`config.mk`:
```
export PLATFORM = sky130hd
export DESIGN_NAME = led_frame_scheduler
export DESIGN_NICKNAME = d
export VERILOG_FILES = /design/src/rtl/led_matrix_pkg.sv /design/src/rtl/led_write_arbiter.sv /design/src/rtl/led_frame_scheduler.sv
export SDC_FILE = /design/constraint.sdc
export NUM_CORES = 1
export LEC_CHECK = 0
export ABC_CLOCK_PERIOD_IN_PS = 2600
export CORE_ASPECT_RATIO = 0.9
export CORE_MARGIN = 4
export CORE_UTILIZATION = 54
export CTS_CLUSTER_SIZE = 8
export DETAILED_ROUTE_END_ITERATION = 10
export HOLD_SLACK_MARGIN = 0.1
export PLACE_DENSITY = 0.79
export SYNTH_ARGS = -nofsm -noshare
export SYNTH_HDL_FRONTEND = slang
export SYNTH_SLANG_ARGS = --single-unit
```
`constraint.sdc`:
```
create_clock -name clk -period 2.6 [get_ports clk]
set_input_delay 0.52 -clock clk [delete_from_list [all_inputs] [get_ports clk]]
set_output_delay 0.52 -clock clk [all_outputs]
set_load 0.005 [all_outputs]
```
`src/rtl/led_matrix_pkg.sv`:
```
// rtl/led_matrix_pkg.sv - HT1632 command set, sequence geometry, scheduler states and pixel mapping.
package led_matrix_pkg;

  localparam int SEQ_W     = 394;
  localparam int CMD_NBITS = 12;
  localparam int NUM_PIX   = 384;

  localparam logic [2:0] FRAME_ID = 3'b101;
  localparam logic [2:0] CMD_ID   = 3'b100;

  localparam logic [7:0] CMD_SYS_EN      = 8'h01;
  localparam logic [7:0] CMD_LED_ON      = 8'h03;
  localparam logic [7:0] CMD_BLINK_OFF   = 8'h08;
  localparam logic [7:0] CMD_MASTER_MODE = 8'h14;
  localparam logic [7:0] CMD_INT_RC      = 8'h18;
  localparam logic [7:0] CMD_COM_16NMOS  = 8'h24;
  localparam logic [7:0] CMD_PWM_BASE    = 8'hA0;

  typedef enum logic [2:0] {
    INIT_LOAD,
    INIT_WAIT,
    IDLE,
    FRAME_LOAD,
    FRAME_WAIT
  } sched_state_t;

  // {col,row} equals col*16+row, so column 0 row 0 lands on the first bit sent.
  function automatic logic [8:0] pixel_index(input logic [4:0] col, input logic [3:0] row);
    return 9'd383 - {col, row};
  endfunction

endpackage

```
`src/rtl/led_write_arbiter.sv`:
```
// rtl/led_write_arbiter.sv - two-port round-robin pixel write arbiter, grant is combinational.
module led_write_arbiter (
  input  logic       clk_i,
  input  logic       rst_i,
  input  logic       a_req_i,
  input  logic [4:0] a_col_i,
  input  logic [3:0] a_row_i,
  input  logic       a_val_i,
  input  logic       b_req_i,
  input  logic [4:0] b_col_i,
  input  logic [3:0] b_row_i,
  input  logic       b_val_i,
  output logic       a_gnt_o,
  output logic       b_gnt_o,
  output logic       wr_en_o,
  output logic [4:0] wr_col_o,
  output logic [3:0] wr_row_o,
  output logic       wr_val_o
);

  logic prefer_b_q, prefer_b_d;

  always_comb begin
    a_gnt_o    = !rst_i && a_req_i && (!b_req_i || !prefer_b_q);
    b_gnt_o    = !rst_i && b_req_i && !a_gnt_o;
    wr_en_o    = a_gnt_o || b_gnt_o;
    wr_col_o   = b_gnt_o ? b_col_i : a_col_i;
    wr_row_o   = b_gnt_o ? b_row_i : a_row_i;
    wr_val_o   = b_gnt_o ? b_val_i : a_val_i;
    prefer_b_d = prefer_b_q;
    if (a_gnt_o) begin
      prefer_b_d = 1'b1;
    end else if (b_gnt_o) begin
      prefer_b_d = 1'b0;
    end
  end

  always_ff @(posedge clk_i) begin
    if (rst_i) begin
      prefer_b_q <= 1'b0;
    end else begin
      prefer_b_q <= prefer_b_d;
    end
  end

endmodule

```
`src/rtl/led_frame_scheduler.sv`:
```
// rtl/led_frame_scheduler.sv - HT1632 frame buffer, bring-up sequencer and frame launcher; DOUBLE_BUFFER_EN adds a swapped back buffer.
module led_frame_scheduler
  import led_matrix_pkg::*;
#(
  parameter logic [3:0] BRIGHTNESS = 4'd15,
  parameter int         NUM_COLS   = 24,
  parameter int         NUM_ROWS   = 16
) (
  input  logic             clk,
  input  logic             rst,
  input  logic             frame_tick,
`ifdef DOUBLE_BUFFER_EN
  input  logic             swap_req,
`endif
  input  logic             a_req,
  input  logic [4:0]       a_col,
  input  logic [3:0]       a_row,
  input  logic             a_val,
  output logic             a_ack,
  input  logic             b_req,
  input  logic [4:0]       b_col,
  input  logic [3:0]       b_row,
  input  logic             b_val,
  output logic             b_ack,
  output logic [SEQ_W-1:0] seq,
  output logic [31:0]      nbits,
  output logic             seq_valid,
  input  logic             seq_ready,
  output logic             init_done,
  output logic             frame_drop
);

  localparam logic [4:0] COL_LIMIT = 5'(NUM_COLS);
  localparam logic [4:0] ROW_LIMIT = 5'(NUM_ROWS);

  sched_state_t       state_q;
  logic [2:0]         cmd_idx_q;
  logic [SEQ_W-1:0]   seq_q;
  logic [31:0]        nbits_q;
  logic               seq_valid_q;
  logic               init_done_q;
  logic               frame_drop_q;
  logic               pending_q;
  logic [NUM_PIX-1:0] pix_q;
`ifdef DOUBLE_BUFFER_EN
  logic [NUM_PIX-1:0] front_q;
  logic               swap_q;
`endif

  logic       wr_en, wr_val, wr_hit, xfer, tick_live;
  logic [4:0] wr_col;
  logic [3:0] wr_row;
  logic [7:0] cmd_byte;

  led_write_arbiter u_arb (
    .clk_i    (clk),
    .rst_i    (rst),
    .a_req_i  (a_req),
    .a_col_i  (a_col),
    .a_row_i  (a_row),
    .a_val_i  (a_val),
    .b_req_i  (b_req),
    .b_col_i  (b_col),
    .b_row_i  (b_row),
    .b_val_i  (b_val),
    .a_gnt_o  (a_ack),
    .b_gnt_o  (b_ack),
    .wr_en_o  (wr_en),
    .wr_col_o (wr_col),
    .wr_row_o (wr_row),
    .wr_val_o (wr_val)
  );

  // Out-of-range columns are still acked by the arbiter but never reach the buffer.
  assign wr_hit    = wr_en && (wr_col < COL_LIMIT) && ({1'b0, wr_row} < ROW_LIMIT);
  assign xfer      = seq_valid_q && seq_ready;
  assign tick_live = frame_tick && init_done_q;

  always_comb begin
    cmd_byte = CMD_SYS_EN;
    case (cmd_idx_q)
      3'd0:    cmd_byte = CMD_SYS_EN;
      3'd1:    cmd_byte = CMD_LED_ON;
      3'd2:    cmd_byte = CMD_BLINK_OFF;
      3'd3:    cmd_byte = CMD_MASTER_MODE;
      3'd4:    cmd_byte = CMD_INT_RC;
      3'd5:    cmd_byte = CMD_COM_16NMOS;
      default: cmd_byte = CMD_PWM_BASE | {4'd0, BRIGHTNESS};
    endcase
  end

  always_ff @(posedge clk) begin
    if (rst) begin
      state_q      <= INIT_LOAD;
      cmd_idx_q    <= '0;
      seq_q        <= '0;
      nbits_q      <= '0;
      seq_valid_q  <= 1'b0;
      init_done_q  <= 1'b0;
      frame_drop_q <= 1'b0;
      pending_q    <= 1'b0;
      pix_q        <= '0;
`ifdef DOUBLE_BUFFER_EN
      front_q      <= '0;
      swap_q       <= 1'b0;
`endif
    end else begin
      frame_drop_q <= 1'b0;
      if (wr_hit) begin
        pix_q[pixel_index(wr_col, wr_row)] <= wr_val;
      end
      case (state_q)
        INIT_LOAD: begin
          seq_q       <= {{(SEQ_W-CMD_NBITS){1'b0}}, CMD_ID, cmd_byte, 1'b0};
          nbits_q     <= 32'(CMD_NBITS);
          seq_valid_q <= 1'b1;
          state_q     <= INIT_WAIT;
        end
        INIT_WAIT: begin
          if (xfer) begin
            seq_valid_q <= 1'b0;
            cmd_idx_q   <= cmd_idx_q + 3'd1;
            if (cmd_idx_q == 3'd6) begin
              init_done_q <= 1'b1;
              state_q     <= IDLE;
            end else begin
              state_q <= INIT_LOAD;
            end
          end
        end
        IDLE: begin
          if (pending_q || tick_live) begin
            state_q <= FRAME_LOAD;
          end
        end
        FRAME_LOAD: begin
`ifdef DOUBLE_BUFFER_EN
          if (swap_q) begin
            front_q <= pix_q;
            seq_q   <= {FRAME_ID, 7'd0, pix_q};
            swap_q  <= 1'b0;
          end else begin
            seq_q <= {FRAME_ID, 7'd0, front_q};
          end
`else
          seq_q       <= {FRAME_ID, 7'd0, pix_q};
`endif
          nbits_q     <= 32'(SEQ_W);
          seq_valid_q <= 1'b1;
          pending_q   <= 1'b0;
          state_q     <= FRAME_WAIT;
        end
        FRAME_WAIT: begin
          if (xfer) begin
            seq_valid_q <= 1'b0;
            state_q     <= IDLE;
          end
        end
        default: state_q <= INIT_LOAD;
      endcase
      // A busy-time tick queues one frame; any tick while one is queued is lost.
      if (tick_live) begin
        if (pending_q) begin
          frame_drop_q <= 1'b1;
        end else if (state_q == FRAME_LOAD || state_q == FRAME_WAIT) begin
          pending_q <= 1'b1;
        end
      end
`ifdef DOUBLE_BUFFER_EN
      if (swap_req) begin
        swap_q <= 1'b1;
      end
`endif
    end
  end

  assign seq        = seq_q;
  assign nbits      = nbits_q;
  assign seq_valid  = seq_valid_q;
  assign init_done  = init_done_q;
  assign frame_drop = frame_drop_q;

endmodule

```
==> out/metrics.yaml, run 1 <==
status:
  outcome: "complete, no violations"
detailed_routing:
  drt-initial-drc-count: 2668
  viasPerCell: 5.92
  avgRoutedWirePerCell_um: 21.0
  detail_route.drc_violations: 0
  route.final.wire_length_um: 94600
  routed-via-count: 26622
  final_antenna_net_count: 0
  number_of_detailed_routing_iterations_run_before_antenna_repair: 6
hold_path:
  hold_path_class: "primary input to flip-flop"
  min_path_cells: 2
sta:
  finalWorstSetupSlack_ns: 0.102
  fin_setup_tns_ns: 0
  slew_headroom: 0.165
  tightestPinTransition_ns: 1.25
  final_hold_violation_count: 0
  share_of_the_clock_period_used_by_the_worst_path: 0.961
  rsz0062_at_grt: "no"
  shortest_clock_period_the_worst_path_allows_after_layout_ns: 2.50
  clock-skew-final_ns: 0.0302
  drv_slew: 0
  maximum_operating_frequency_mhz: 400
  setup_viol: 0
critical_path:
  reg2reg_slack_ns: 0.34
  crit_path_end_kind: "output port"
  path_cells: "nand2b_1 -> nand2_4 -> inv_4 -> clkdlybuf4s50_1"
  critPathMaxStageDelay_ns: 0.57
  worstSetupStartpointType: "flip-flop"
  crit_required_ns: 2.08
  rr_worst_depth: 8
  timing.critical_path.slowest_stage_cell: "sky130_fd_sc_hd__clkdlybuf4s50_1"
  timing_worst_setup_path_type: "flip-flop to output port"
  critPathArrivalTime_ns: 1.98
  critical_path.max_fanout: 5
layout:
  multi_input_comb_area_um2: 14300
  seqCellArea_um2: 15700
  syn2layout_area_growth_pct: 27.7
  num-nets-final: 3754
  layout.filler_cells: 4227
  post_route_cells_drive_above_1_share: 0.101
  insertedDiodeCount: 0
clock_network:
  tritoncts: "yes"
  clock-root-buffer: "sky130_fd_sc_hd__clkbuf_16"
  tritoncts.num_buffers: 108
  clock_tree.buffer_depth: 3
  cts.clk_slew.worst_paths_ns: 0.05
  cts_num_sinks: 782
  cts_htree_levels: 3
  worst_skew_pair.late_latency_ns: 0.66
synth:
  ys_warn_count: 0
  top_cells_by_area_synth: "sky130_fd_sc_hd__dfxtp_1 50%, sky130_fd_sc_hd__a22oi_1 9.0%, sky130_fd_sc_hd__mux2i_1 8.3%"
  post_synth_num_cell_types: 69
  synth_enable_flop_cells: 0
  syn_area_per_cell_um2: 9.43
  synth.ff_latch_count: 782
  synth_area_leader_cell: "sky130_fd_sc_hd__dfxtp_1"
  synthArstFlopShare: 0
  dominantRegCellSynth: "sky130_fd_sc_hd__dfxtp_1"
  netlist_instances: 3343
  post_synth_instance_area_um2: 31500
  synth_seq_area_share: 0.497
  yosys.area.top_type_share: 0.497
global_route:
  antenna_found_initial: 2
  grt_pass1_vias: 25635
  track_usage: 0.287
  gr-total-overflow: 0
  maximum_number_of_pins_on_one_net_before_global_route_repair: 234
  grt_first_pass_wirelength_um: 146000
power:
  fin_total_pwr_uw: 25900
  p_per_area_nw_per_um2: 643
  power.ir.vdd_worst_mv: 0.470
  power.leakage_uw: 0.0148
placement:
  gpl.final_weighted_congestion: 0.909
  portBuffers: 421
  pre_cts_ws_ns: -0.294
  dp.final_hpwl_um: 59700
die:
  start_util: 0.549
  fp.coreArea_um2: 57400
  die-area_um2: 62300
  num_io_pins: 457
  die_y_um: 237
  floorplan.die.width_um: 263
  placementRows: 83
flow_run:
  drv.max_cap_violation_count: 0
==> state kept, by name (all words and copies together) (netlist names) <==
| signal | cells |
|---|---|
| u_arb.prefer_b_q | 1 |
| nbits | 2 |
| cmd_idx_q | 3 |
| state_q | 3 |
| pix_q | 384 |
| init_done | 1 |
| pending_q | 1 |
| seq | 385 |
| frame_drop | 1 |
| seq_valid | 1 |
==> logic make-up (layout without fill, tap and decap cells) <==
logic type	Yosys count	after routing	synth area share
other	1	35	0.000119
flip-flops	782	782	0.497
AND/OR/NAND/NOR	1159	1159	0.191
adder cells (fa/ha/maj)	5	5	0.00198
XOR/XNOR	1	1	0.000278
AO/OA/AOI/OAI	740	740	0.167
buffers and inverters	386	742	0.0577
multiplexers	269	269	0.0859
==> per-stage QoR <==
step	instance area [um^2]	util	instances	hold WS, ns
floorplan	31700	-	3377	0.448
global placement	37400	0.651	4377	0.450
global route	40300	0.701	4498	0.138
finish	40300	0.701	4498	0.154
CTS	40300	0.701	4498	0.112
detailed placement	37400	0.651	4377	0.465
==> path summary, 6_finish.rpt <==
kind                                        from          endpoint
worst max-delay path            u_arb.prefer_b_q             b_ack
worst min-delay path                         rst  u_arb.prefer_b_q
worst max register to register  u_arb.prefer_b_q        pix_q[150]
worst min register to register          pix_q[5]          pix_q[5]
==> timing repair <==
| item | 4_1_cts | 5_1_grt |
|---|---|---|
| hold buffers | 0 | 0 |
| resized for setup | 1 | 2 |
| cloned | 0 | 0 |
| pin swaps | 1 | 0 |
| buffers inserted | 1 | 0 |
| endpoints found under the setup margin | 2 | 2 |
==> cell usage after synthesis, drive strengths merged, types with 2 or more instances <==
cell,count
clkbuf,235
o2111ai,2
ha,5
buf,142
nand4b,5
or3b,2
o21bai,2
o221ai,2
nand3b,3
nor4bb,3
mux2,9
a31oi,13
a32oi,9
nand2,22
nor3b,7
o21ai,134
or4,3
o2bb2a,3
nand2b,268
a21oi,25
a21o,5
nor2b,131
a211oi,13
or4b,2
inv,9
and3,2
nand4,6
o22ai,5
nor4,6
nor2,402
nor3,111
mux2i,260
dfxtp,782
o31ai,132
a22oi,380
a2bb2oi,5
o211ai,2
a211o,2
nand3,179
==> layout make-up <==
class,count,area share
tap,765,0.0238
multi-input combinational,2209,0.355
clock inverter,7,0.00261
timing repair buffer,613,0.161
clock buffer,113,0.0688
inverter,9,0.000901
sequential,782,0.389
==> metal layers <==
metal	vias up	track usage	part of all wire
met2	1063	0.457	0.46
met4	4	0.0990	0.032
met1	12902	0.394	0.44
li1	12486	-	-
met3	167	0.0544	0.073
met5	-	0	0.00021
==> placed cells by master, fill, tap and decap left out, types with 16 or more instances in the layout <==
master	synthesis	layout
sky130_fd_sc_hd__dfxtp_1	782	782
sky130_fd_sc_hd__clkdlybuf4s50_1	0	418
sky130_fd_sc_hd__nor2_1	402	401
sky130_fd_sc_hd__a22oi_1	380	380
sky130_fd_sc_hd__nand2b_1	268	268
sky130_fd_sc_hd__mux2i_1	260	257
sky130_fd_sc_hd__nand3_1	159	159
sky130_fd_sc_hd__o21ai_0	132	132
sky130_fd_sc_hd__nor2b_1	131	130
sky130_fd_sc_hd__o31ai_1	128	128
sky130_fd_sc_hd__buf_4	45	128
sky130_fd_sc_hd__nor3_1	110	110
sky130_fd_sc_hd__clkbuf_16	0	109
sky130_fd_sc_hd__buf_12	0	64
sky130_fd_sc_hd__conb_1	1	35
sky130_fd_sc_hd__nand2_1	21	21
sky130_fd_sc_hd__nand3_2	20	20
sky130_fd_sc_hd__a21oi_1	16	16
==> worst max-delay path: cells and delay by family (launching register included) <==
kind | cells | cell delay [ns]
AND/OR/NAND/NOR | 2 | 0.28
flip-flops | 1 | 0.38
buffers and inverters | 2 | 0.65
==> where the power goes <==
group          internal, uW  total [uW]  leakage (uW)  switching [uW]
sequential            12000       12100       0.00630            22.4
clock                  7420       12300       0.00141            4900
combinational           517        1530       0.00706            1010
total                 20000       25900        0.0148            5930
Note: power is estimated with default switching activity, not from simulation.
==> run 2: changes to the inputs <==
--- a/config.mk
+++ b/config.mk
@@ -6,7 +6,7 @@
 export NUM_CORES = 1
 export LEC_CHECK = 0
 export ABC_CLOCK_PERIOD_IN_PS = 2600
-export CORE_ASPECT_RATIO = 0.9
+export CORE_ASPECT_RATIO = 0.8
 export CORE_MARGIN = 4
 export CORE_UTILIZATION = 54
 export CTS_CLUSTER_SIZE = 8
@@ -16,3 +16,4 @@
 export SYNTH_ARGS = -nofsm -noshare
 export SYNTH_HDL_FRONTEND = slang
 export SYNTH_SLANG_ARGS = --single-unit
+export TNS_END_PERCENT = 50
==> run 2 against run 1 <==
Effect of this change: register-to-register slack worse by 0.11 ns; sequential cell count unchanged; hold slack gained 0.32 ns; sequential power barely moved; core utilization about the same; sequential share of layout area increased by 0.082 points; wire length shrank 0.53%; power decreased by 0.81%; fmax down 2.8%; critical path depth did not move; setup slack got worse by 0.073 ns; critical endpoint is now a_ack; largest cell class unchanged; highest routed layer unchanged.
==> out/metrics.yaml, run 2 (synthesized netlist as in run 1, its figures left out) <==
global_route:
  grt_pass1_vias: 25432
  grt_first_pass_wirelength_um: 145000
  track_usage: 0.285
  gr-total-overflow: 0
  maximum_number_of_pins_on_one_net_before_global_route_repair: 207
  antenna_found_initial: 7
layout:
  final_area_um2: 40200
  num-nets-final: 3746
  final_common_cell: "sky130_fd_sc_hd__dfxtp_1"
  syn2layout_area_growth_pct: 27.5
  post_route_cells_drive_above_1_share: 0.0973
  largest_reg_flops: 385
  layout_common_cells: "782 x sky130_fd_sc_hd__dfxtp_1, 419 x sky130_fd_sc_hd__clkdlybuf4s50_1, 401 x sky130_fd_sc_hd__nor2_1, 380 x sky130_fd_sc_hd__a22oi_1, 268 x sky130_fd_sc_hd__nand2b_1"
  finish.cell_count_without_fillers: 4487
placement:
  dp.final_hpwl_um: 59700
  place_inst: 4365
  placement.cell_area_um2: 37400
  gpl.final_weighted_congestion: 0.930
  portBuffers: 421
sta:
  setup_viol: 0
  clock-skew-final_ns: 0.0273
  share_of_the_clock_period_used_by_the_worst_path: 0.989
  shortest_clock_period_the_worst_path_allows_after_layout_ns: 2.57
  final_hold_violation_count: 0
  fin_worst_hold_slack_ns: 0.471
  maximum_operating_frequency_mhz: 389
  drv_slew: 0
  tightestPinTransition_ns: 1.07
  slew_headroom: 0.283
  rsz0062_at_grt: "no"
detailed_routing:
  route.final.wire_length_um: 94100
  number_of_detailed_routing_iterations_run_before_antenna_repair: 6
  routed-via-count: 26739
  drt-initial-drc-count: 2953
  final_antenna_net_count: 0
  viasPerCell: 5.96
  avgRoutedWirePerCell_um: 21.0
  detail_route.drc_violations: 0
power:
  power.leakage_uw: 0.0147
  p_per_area_nw_per_um2: 639
  power.ir.vdd_worst_mv: 0.546
clock_network:
  tritoncts: "yes"
  cts.clk_slew.worst_paths_ns: 0.04
  cts_num_sinks: 782
  clock-root-buffer: "sky130_fd_sc_hd__clkbuf_16"
  clock_tree.buffer_depth: 3
  tritoncts.num_buffers: 107
  cts_htree_levels: 3
  worst_skew_pair.late_latency_ns: 0.67
hold_path:
  startpoint_of_the_worst_hold_path: "pix_q[2]"
  min_path_cells: 2
  hold_path_class: "flip-flop to flip-flop"
critical_path:
  reg2reg_from: "u_arb.prefer_b_q"
  critPathArrivalTime_ns: 2.05
  critical_path.max_fanout: 8
  crit_required_ns: 2.08
  rr_worst_depth: 7
  worstSetupStartpointType: "primary input"
  timing.critical_path.from: "rst"
  crit_path_end_kind: "output port"
  timing_worst_setup_path_type: "primary input to output port"
die:
  start_util: 0.550
  fp.coreArea_um2: 57300
  floorplan.die.width_um: 278
  die_y_um: 224
  num_io_pins: 457
  die-area_um2: 62300
  placementRows: 78
status:
  outcome: "complete, no violations"
flow_run:
  drv.max_cap_violation_count: 0
==> run 2: cell types whose count changed in the layout (fill, tap and decap cells not counted), sizes merged <==
cell and change:
buf -8, dlymetal6s2s -2, clkbuf -4, dlygate4sd3 +1, clkdlybuf4s50 +1, dlygate4sd2 +1
diode +5
==> run 2: power by group <==
group | leakage (uW) | switching (uW) | internal, uW | total (uW)
logic | 0.00704 | 994 | 512 | 1510
registers | 0.00630 | 21.8 | 12000 | 12100
clock network | 0.00137 | 4920 | 7210 | 12100
==> run 2: critical path: stages <==
cell and delay, ns:
sky130_fd_sc_hd__dlygate4sd3_1 0.57, sky130_fd_sc_hd__buf_8 0.15, sky130_fd_sc_hd__a211oi_1 0.19, sky130_fd_sc_hd__clkdlybuf4s50_1 0.62
==> run 2: layout make-up <==
class	count	area, um^2
antenna	5	12.5
clock buffer	109	2690
clock inverter	7	119
fill	4183	17100
inverter	9	36.3
multi-input combinational	2209	14300
sequential	782	15700
tap	760	951
timing repair buffer	606	6460
==> run 2: timing repair <==
item | in CTS | in global routing
hold endpoints to repair | 1 | 0
hold buffers | 1 | 0
setup endpoints to repair | 1 | 0
buffers inserted | 0 | 0
resized for setup | 2 | 0
==> run 2: path summary, 6_finish.rpt <==
check / slack, ns / to
max: 0.03 / a_ack
max reg2reg: 0.23 / pix_q[162]
min reg2reg: 0.47 / pix_q[2]
min: 0.47 / pix_q[2]
==> run 2: layer usage <==
layer	track usage	vias up	share of wire
met5	0	-	0.00017
met4	0.0927	4	0.028
li1	-	12467	-
met3	0.0620	181	0.077
met1	0.400	12980	0.44
met2	0.440	1107	0.46
==> run 2: metrics by stage <==
step	power, uW	setup slack [ns]	util	setup TNS (ns)
after CTS	25800	0.0512	0.701	0
final	25700	0.0297	0.702	0
after detailed placement	13800	-0.301	0.652	-31.13
after global routing	26400	0.0225	0.702	0
after floorplan	13200	0.407	-	0
after global placement	13800	-0.250	0.652	-20.56
